--- src/rtl/bus_cycle_scheduler.sv ---
// bus_cycle_scheduler: 8088 minimum-mode bus cycle arbiter and T-state sequencer (HOLD/HOLDA via BUS_HOLD_EN)
module bus_cycle_scheduler #(
  parameter int MAX_WAIT = 0
) (
  input  logic       CLK,
  input  logic       RESET_n,
  input  logic       READY,
  input  logic       HOLD,
  input  logic       pf_req,
  input  logic       suspend,
  input  logic       flush,
  input  logic       ind_req,
  input  logic       ind_io,
  input  logic       ind_wr,
  input  logic       ind_word,
  output logic [2:0] t_state,
  output logic       cyc_ind,
  output logic       byte_hi,
  output logic       ALE,
  output logic       RD_n,
  output logic       WR_n,
  output logic       DEN_n,
  output logic       DTR,
  output logic       IOM,
  output logic       pf_strobe,
  output logic       ind_done,
  output logic       bus_timeout,
  output logic       HOLDA
);
  typedef enum logic [2:0] {TI = 3'd0, T1, T2, T3, TW, T4, TH} state_t;
  state_t state, nxt, arb;
  logic ind_q, io_q, wr_q, word_q, disc, to_q, hold_req;
  logic active, strobe, word_cont, ind_win, pf_win, limit, forced, grant;
  logic [15:0] wcnt;
`ifdef BUS_HOLD_EN
  assign hold_req = HOLD;
  assign HOLDA = state == TH;
`else
  logic unused_hold;
  assign unused_hold = HOLD;
  assign hold_req = 1'b0;
  assign HOLDA = 1'b0;
`endif
  always_comb begin
    active = state inside {T1, T2, T3, TW, T4};
    strobe = state inside {T2, T3, TW};
    ind_done = state == T4 && ind_q && (!word_q || byte_hi);
    pf_strobe = state == T4 && !ind_q && !disc && !flush;
    bus_timeout = state == T4 && to_q;
    word_cont = state == T4 && ind_q && word_q && !byte_hi;
    // the EU still holds ind_req during the T4 that completes it
    ind_win = ind_req && !ind_done;
    pf_win = pf_req && !suspend;
    arb = hold_req ? TH : (ind_win || pf_win) ? T1 : TI;
    limit = MAX_WAIT > 0 && state == TW && int'(wcnt) + 1 >= MAX_WAIT;
    forced = limit && !READY;
    nxt = state == TI ? arb :
          state == T1 ? T2 :
          state == T2 ? T3 :
          (state == T3 || state == TW) ? ((READY || limit) ? T4 : TW) :
          state == T4 ? (word_cont ? T1 : arb) :
          (state == TH && hold_req) ? TH : TI;
    grant = nxt == T1 && !word_cont;
    t_state = state;
    ALE = state == T1;
    DEN_n = !strobe;
    RD_n = !(strobe && !wr_q);
    WR_n = !(strobe && wr_q);
    DTR = active && wr_q;
    IOM = active && io_q;
    cyc_ind = active && ind_q;
  end
  always_ff @(posedge CLK or negedge RESET_n) begin
    if (!RESET_n) begin
      state <= TI;
      ind_q <= 1'b0;
      io_q <= 1'b0;
      wr_q <= 1'b0;
      word_q <= 1'b0;
      byte_hi <= 1'b0;
      disc <= 1'b0;
      to_q <= 1'b0;
      wcnt <= '0;
    end else begin
      state <= nxt;
      if (grant) begin
        ind_q <= ind_win;
        io_q <= ind_win && ind_io;
        wr_q <= ind_win && ind_wr;
        word_q <= ind_win && ind_word;
      end
      byte_hi <= word_cont ? 1'b1 : ind_done ? 1'b0 : byte_hi;
      disc <= state == T4 ? 1'b0 : (flush && active && !ind_q) ? 1'b1 : disc;
      wcnt <= state == T3 ? '0 : state == TW ? wcnt + 16'd1 : wcnt;
      to_q <= forced;
    end
  end
endmodule
--- config.mk ---
export PLATFORM = sky130hd
export DESIGN_NAME = bus_cycle_scheduler
export DESIGN_NICKNAME = d
export VERILOG_FILES = /design/src/rtl/bus_cycle_scheduler.sv
export SDC_FILE = /design/constraint.sdc
export NUM_CORES = 1
export LEC_CHECK = 0
export CAP_MARGIN = 20
export CORE_UTILIZATION = 41
export DETAILED_ROUTE_END_ITERATION = 10
export PLACE_DENSITY = 0.78
export SLEW_MARGIN = 10
export SYNTH_ARGS = -nofsm -noshare
export SYNTH_HDL_FRONTEND = slang
export SYNTH_SLANG_ARGS = --single-unit
--- constraint.sdc ---
create_clock -name CLK -period 2.4 [get_ports CLK]
set_clock_uncertainty 0.2 [all_clocks]
set_input_delay 0.72 -clock CLK [delete_from_list [all_inputs] [get_ports CLK]]
set_output_delay 0.72 -clock CLK [all_outputs]
set_load 0.03 [all_outputs]
* After elaboration in Yosys (flattened, before gate mapping)
Index checks and enable logic that the tools add are counted.
** Word-level totals
- Logic and storage cells :: 65
- Output and inout port bits :: 15
- Input port bits :: 11
- Flip-flop bits (word level) :: 9
** Operators by class
- Eq/ne operators :: 6
- Reductions and logical operators :: 40
- Muxes and demuxes :: 12
** Operators with widths (count)
- $logic_and 1x1->1 :: 20
- $logic_not 1->1 :: 12
- $mux 3 :: 4
- $mux 1 :: 8
- $eq 3x1->1 const B :: 2
- $eq 3x2->1 const B :: 2
- $eq 3x3->1 const B :: 2
- $reduce_bool 5->1 :: 1
- $reduce_bool 2->1 :: 2
- $logic_not 3->1 :: 1
- $logic_or 1x1->1 :: 3
- $reduce_bool 3->1 :: 1

* Depth between registers and ports, before layout
Gate-level depths: netlist (run 1).
- Word-level depth :: 15
- Gate-level depth with buffers :: 6
- Mapped depth without buffers :: 5

* Worst setup path after synthesis (run 1)
Ideal clock, no wire load.
- Path kind :: register to output
- From :: register state[1] (netlist: t_state[1])
- To :: output WR_n
- Arrival :: 1.722 ns
- Cell stages (with the launch flop) :: 5
- Buffers on the path :: 1
- Path slack :: -0.242 ns
- Data required time :: 1.480 ns
- Cells stage by stage :: dfrtp_1 buf_6 and2b_1 a21oi_1 nand2b_1
** On the way
- Word-level cells in the longest chain between the ends :: 4
- Elaborated cells on any way between the ends :: 6
- Classes of those cells :: eq/ne (3); reduce/logical (3)
** Ends and longest elaborated chain
- start, declared :: RTL line 31 : state_t state, nxt, arb;
- start signal, assigned :: RTL line 85 : state <= nxt;
- $eq 3x2->1 (tied with other cells) :: RTL line 46 : strobe = state inside {T2, T3, TW};
- $reduce_bool 3->1 * :: RTL line 46
- $logic_and 1x1->1 * :: RTL line 68 : WR_n = !(strobe && wr_q);
- $logic_not 1->1 * :: RTL line 68
- end, declared :: RTL line 21 : output logic WR_n,
Every way passes the cells marked *; elsewhere a longest branch is shown, timed or not.

* Worst setup path after layout (run 1)
- From :: register state[0] (netlist: t_state[0])
- To :: output IOM
** On the way
- Word-level cells in the longest chain between the ends :: 3
- Elaborated cells on any way between the ends :: 7
- Classes of those cells :: eq/ne (5); reduce/logical (2)
** Ends and longest elaborated chain
- $eq 3x1->1 (tied with other cells) :: RTL line 45 : active = state inside {T1, T2, T3, TW, T4};
- $reduce_bool 5->1 * :: RTL line 45
- $logic_and 1x1->1 * :: RTL line 70 : IOM = active && io_q;
- end, declared :: RTL line 24 : output logic IOM,
Marked as above.

==> run summary, run 1 <==
Setup WS pre-CTS - -286.9 ps
I/O pins - 26
Post-route clock period utilization - 99.84%
Max-cap viol count - 0
Net Sw Frac - 45.31%
Wire per inst - 13.68 µm
Cell row count - 13
Met1 wire length - 664 µm
Layout cells sized above 1 - 39.39%
Final Hold Vio Count - 0
Die height - 40.83 µm
Num CTS Buffers - 3
Hold_buf cts - 0
Tot GR Track Use - 20.02%
Post-synth ARST share - 100.0%
CTS root buf - clkbuf_4
Syn. warnings - 0
WP data arrival - 1480 ps
DRT iter0 DRCs - 12
Req. time, crit path - 1480 ps
Clock buffer depth - 2
Met3 wire len - 63 µm
Pre-antenna DRT Iters - 5
Vias in the first global route - 526
Vias per cell - 5.132
Overflow after GRT - 0
LEAKAGE - 0.5166 nW
Fin. max-slew vios - 0
DIE AREA - 1667 µm²
# clock sinks - 9
Max VDD drop - 756.5 µV
WL final - 1559 µm
Fmax - 0.4173 GHz
Critical Path End Type - output pin
Max FO, Critical Path - 3
Final TNS setup - 0 ps
#FFs+latches synth - 9
Layout Nets - 111
H-tree levels - 1
Mean Syn Cell Area - 9.509 µm²
Kind of critical path - register to output pin
ANT nets after route - 0
P_sw - 0.0006595 W
Cells after Synth - 65
Clock power frac - 8.5%
Residual DRC - 0
Largest net degree at the start of global routing - 10
Comb pwr share - 71.7%
Top Layer Used - met4
Mapped Area - 618.1 µm²
Total power - 0.001456 W
Setup violations, final - 0
Reg power frac - 19.9%
Crit start category - register
Die width - 40.83 µm
Post-synth EDFFs - 0
Initial core utilization - 45.78%
RSZ-0062 raised after global routing - yes
First-pass GRT wire length - 2139 µm
Distinct cell type count after synthesis - 30
P_int - 0.0007961 W
# diodes - 0
Period minus WS final - 2396 ps
Port bufs - 22
Fin worst setup slack - 3.749 ps
Primary FF master, synth - dfrtp_1
Pwr dens - 1505 nW/µm²
CTS tree - built
Worst skew pair latency - 260 ps
Post-DP HPWL - 1069 µm
Metal2 WL - 804 µm
Area Overhead vs Synth - 56.48%
Initial antenna violation count - 0
Vias - 585
Area of the core - 1350 µm²
GP Congestion - 0.8554
Register area share after synthesis - 36.44%
Status - finished, final reports clean
Worst hold path class - register to register
Most frequent cells in the layout - buf_4 (14), dfrtp_1 (8), clkdlybuf4s50_1 (8)
Clock Pin Slew Worst Setup and Hold Paths - 70 ps
Most common cell after layout, fill and taps aside - buf_4
[worst max-delay path: stages, from the launching register on]
cell and delay, ps:
dfrtp_1 390, or3_4 400, a21boi_4 150, and2_4 140
buf_6 130
[state kept, by name (all words and copies together) (netlist names)]
name / count
wr_q: 1
disc: 1
byte_hi: 1
ind_q: 1
word_q: 1
io_q: 1
t_state: 3
[per-stage QoR]
stage                     cell area, µm²  util, %  hold slack (ps)  cells
after floorplan                    648.1        -            224.4     66
after global placement             893.4    66.17            300.3    107
after detailed placement           893.4    66.17            320.7    107
after CTS                          962.2    71.27            331.3    114
after global routing               967.2    71.64            363.1    114
final                              967.2    71.64            338.3    114
[logic make-up after synthesis]
kind of cell / synth area share, %
and+or+nand+nor: 26.32
other: 0.6067
buffers and inverters: 10.93
DFF: 36.44
muxes: 8.906
AOI/OAI and AO/OA: 15.39
xor gates and xnor gates: 1.417
[Yosys cell counts, types with 2 or more instances]
| library cell | number | area, µm² |
|---|---|---|
| buf_6 | 2 | 22.52 |
| and2_1 | 3 | 18.77 |
| nor2_1 | 7 | 26.28 |
| dfrtp_1 | 9 | 225.2 |
| o21ai_0 | 4 | 20.02 |
| mux2_4 | 3 | 45.04 |
| a221o_1 | 2 | 20.02 |
| nand2b_1 | 2 | 12.51 |
| inv_1 | 6 | 22.52 |
| buf_4 | 3 | 22.52 |
| a21oi_1 | 3 | 15.01 |
| nor3_1 | 2 | 10.01 |
| nand2_1 | 2 | 7.510 |
[final timing paths]
kind | from | endpoint | slack (ps) | cells past startpoint
worst max-delay path | t_state[0]$_DFF_PN0_ | IOM | 4 | 4
max in group asynchronous | RESET_n | t_state[2]$_DFF_PN0_ | 1090 | 1
worst max register to register | t_state[0]$_DFF_PN0_ | io_q$_DFFE_PN0P_ | 210 | 7
worst min-delay path | io_q$_DFFE_PN0P_ | io_q$_DFFE_PN0P_ | 340 | 1
worst min register to register | io_q$_DFFE_PN0P_ | io_q$_DFFE_PN0P_ | 340 | 1
min in group asynchronous | RESET_n | word_q$_DFFE_PN0P_ | 560 | 1
[final cells by class]
type,count,area [µm²]
Sequential cell,9,226.5
Inverter,6,22.52
Clock buffer,4,26.28
Fill cell,106,382.9
Tap cell,15,18.77
Timing Repair Buffer,34,307.8
Multi-Input combinational cell,46,365.4
[power groups by stage]
stage               Combinational (W)  Clock (W)  Sequential [W]
detailed placement           0.000954          0        0.000286
global route                  0.00110   0.000127        0.000297
CTS                           0.00102   0.000116        0.000285
floorplan                    0.000594          0        0.000336
global placement             0.000929          0        0.000282
finish                        0.00104   0.000123        0.000290
[repair_timing]
item | 4_1_cts | 5_1_grt
setup buffers | 3 | 1
hold endpoints to repair | 0 | 0
endpoints found under the setup margin | 12 | 8
gates resized for setup | 38 | 1
pin swaps | 4 | 5
[layer usage]
| metal | vias to the layer above | global-route usage [%] |
|---|---|---|
| met5 | - | 0 |
| met4 | 0 | 10.83 |
| met3 | 6 | 1.630 |
| met2 | 25 | 37.11 |
| met1 | 268 | 22.03 |
| li1 | 286 | - |
No activity file was read; power rests on OpenSTA's default activity.
==> run 2: changes to the inputs <==
Settings changed: CORE_UTILIZATION 41 to 46, CTS_BUF_LIST from default to sky130_fd_sc_hd__clkbuf_2 sky130_fd_sc_hd__clkbuf_4 sky130_fd_sc_hd__clkbuf_8, PLACE_DENSITY 0.78 to 0.86.
Clock period 2.4 ns to 3.1 ns, I/O delays scaled along.
==> run summary, run 2 (same netlist as run 1, synthesis figures left out) <==
Status - finished, final reports clean
GP Congestion - 0.8378 (-2.1%)
Overflow after GRT - 0 (unchanged)
Vias in the first global route - 547 (+4.0%)
Num CTS Buffers - 3 (unchanged)
Initial core utilization - 52.78% (+7.0 points)
CTS root buf - clkbuf_4
Pwr dens - 1100 nW/µm² (-27%)
Critical Path End Type - output pin
Max FO, Critical Path - 2 (-1)
LEAKAGE - 0.4445 nW (-14%)
First-pass GRT wire length - 2373 µm (+11%)
Clock buffer depth - 2 (unchanged)
Post-DP HPWL - 987.4 µm (-7.6%)
Crit start category - input pin
Req. time, crit path - 1970 ps (+490 ps)
Fin worst setup slack - 101.9 ps (+98.19 ps)
Layout cells sized above 1 - 17.78% (-22 points)
Tot GR Track Use - 22.74% (+2.7 points)
M1 GR Usage - 31.23% (+9.2 points)
Most frequent cells in the layout - clkdlybuf4s50_1 (15), dfrtp_1 (9), nor2_1 (7)
Worst hold path class - register to register
Most common cell after layout, fill and taps aside - clkdlybuf4s50_1
Die width - 38.66 µm (-5.3%)
Vias per cell - 5.346 (+4.2%)
# clock sinks - 9 (unchanged)
Port bufs - 22 (unchanged)
Period minus WS final - 2998 ps
Pre-antenna DRT Iters - 4 (-1)
Global-route layer with the greatest usage - met2
ANT nets after route - 0 (unchanged)
Final Hold Vio Count - 0 (unchanged)
Fin. max-slew vios - 0 (unchanged)
WP data arrival - 1870 ps (+390 ps)
# diodes - 0 (unchanged)
Reg2Reg Depth - 6 (-1)
CTS tree - built
Max-cap viol count - 0 (unchanged)
Clock Pin Slew Worst Setup and Hold Paths - 60 ps (about the same)
RSZ-0062 raised after global routing - no
Post-CTS Setup Inserts - 0 (-3)
Cell row count - 12 (-1)
Die height - 38.66 µm (-5.3%)
Final TNS setup - 0 ps (unchanged)
Initial antenna violation count - 0 (unchanged)
DIE AREA - 1494 µm² (-10%)
Largest net degree at the start of global routing - 14 (+4)
WL final - 1324 µm (-15%)
Wire per inst - 12.73 µm (-6.9%)
Max reg flops - 3 (unchanged)
Area Overhead vs Synth - 39.88%
Met2 usage - 36.25% (-0.86 points)
Worst skew pair latency - 260 ps (about the same)
I/O pins - 26 (unchanged)
Layout fillers - 90 (-15%)
Post-route clock period utilization - 96.71%
Area of the core - 1171 µm² (-13%)
Fmax - 0.3335 GHz
Kind of critical path - input pin to output pin
Max VDD drop - 551.2 µV (-27%)
H-tree levels - 1 (unchanged)
Vias - 556 (-5.0%)
Setup WS pre-CTS - 102.0 ps (+388.9 ps)
Met3 usage - 3.468% (+1.8 points)
DRT iter0 DRCs - 9 (-3)
Setup violations, final - 0 (unchanged)
Layout Nets - 102 (-8.1%)
Residual DRC - 0 (unchanged)
Hold Crit Depth - 1 (unchanged)
## run 2: metrics by stage
| step | util, % | area (µm²) | hold slack, ps | power, W | cells |
|---|---|---|---|---|---|
| 2_1_floorplan | - | 621.8 | 272.9 | 0.0006764 | 66 |
| 3_3_place_gp | 71.26 | 834.6 | 288.7 | 0.0008532 | 100 |
| 3_5_place_dp | 71.26 | 834.6 | 286.6 | 0.0008698 | 100 |
| 4_1_cts | 73.40 | 859.6 | 304.9 | 0.0009509 | 104 |
| 5_1_grt | 73.82 | 864.6 | 318.2 | 0.001014 | 104 |
| 6_report | 73.82 | 864.6 | 301.8 | 0.0009506 | 104 |
## run 2: critical path, cell delays in order
cell,delay [ps]
clkdlybuf4s50_1,420
nor3_1,150
and4_1,210
buf_4,150
## run 2: what timing repair did
item,CTS,global route
hold buffers,0,0
resized for setup,4,2
endpoints found under the setup margin,4,2
## run 2: layout make-up
type / count / area, µm² / share of cell area, %
Inverter: 6 / 22.52 / 2.605
Clock buffer: 4 / 30.03 / 3.473
Tap cell: 14 / 17.52 / 2.026
Sequential cell: 9 / 225.2 / 26.05
Multi-Input combinational cell: 46 / 329.1 / 38.06
Timing Repair Buffer: 25 / 240.2 / 27.79
## run 2: power breakdown
part | switching [W] | total (W) | leakage (nW) | internal, W
combinational | 0.000364 | 0.000639 | 0.314 | 0.000275
clock | 0.0000434 | 0.000102 | 0.0184 | 0.0000584
sequential | 0.0000403 | 0.000210 | 0.112 | 0.000170
## run 2: final timing paths
kind,start,endpoint,slack (ps)
worst max-delay path,flush,pf_strobe,100
max in group asynchronous,RESET_n,io_q$_DFFE_PN0P_,1630
worst min register to register,io_q$_DFFE_PN0P_,io_q$_DFFE_PN0P_,300
min in group asynchronous,RESET_n,disc$_DFFE_PN0P_,770
worst max register to register,t_state[1]$_DFF_PN0_,wr_q$_DFFE_PN0P_,930
worst min-delay path,io_q$_DFFE_PN0P_,io_q$_DFFE_PN0P_,300
## run 2: per-layer routing
metal / share of wire [%] / wire (µm) / up-vias
li1: - / - / 267
met1: 44 / 589 / 259
met2: 48 / 629 / 28
met3: 6.9 / 91 / 2
met4: 1.1 / 14 / 0
met5: 0 / 0 / -
==> run 3: changes to the inputs <==
Settings changed: SLEW_MARGIN 10 to default.
==> results of run 3 <==
The final DEF is identical to that of run 2; final timing and power are the same.
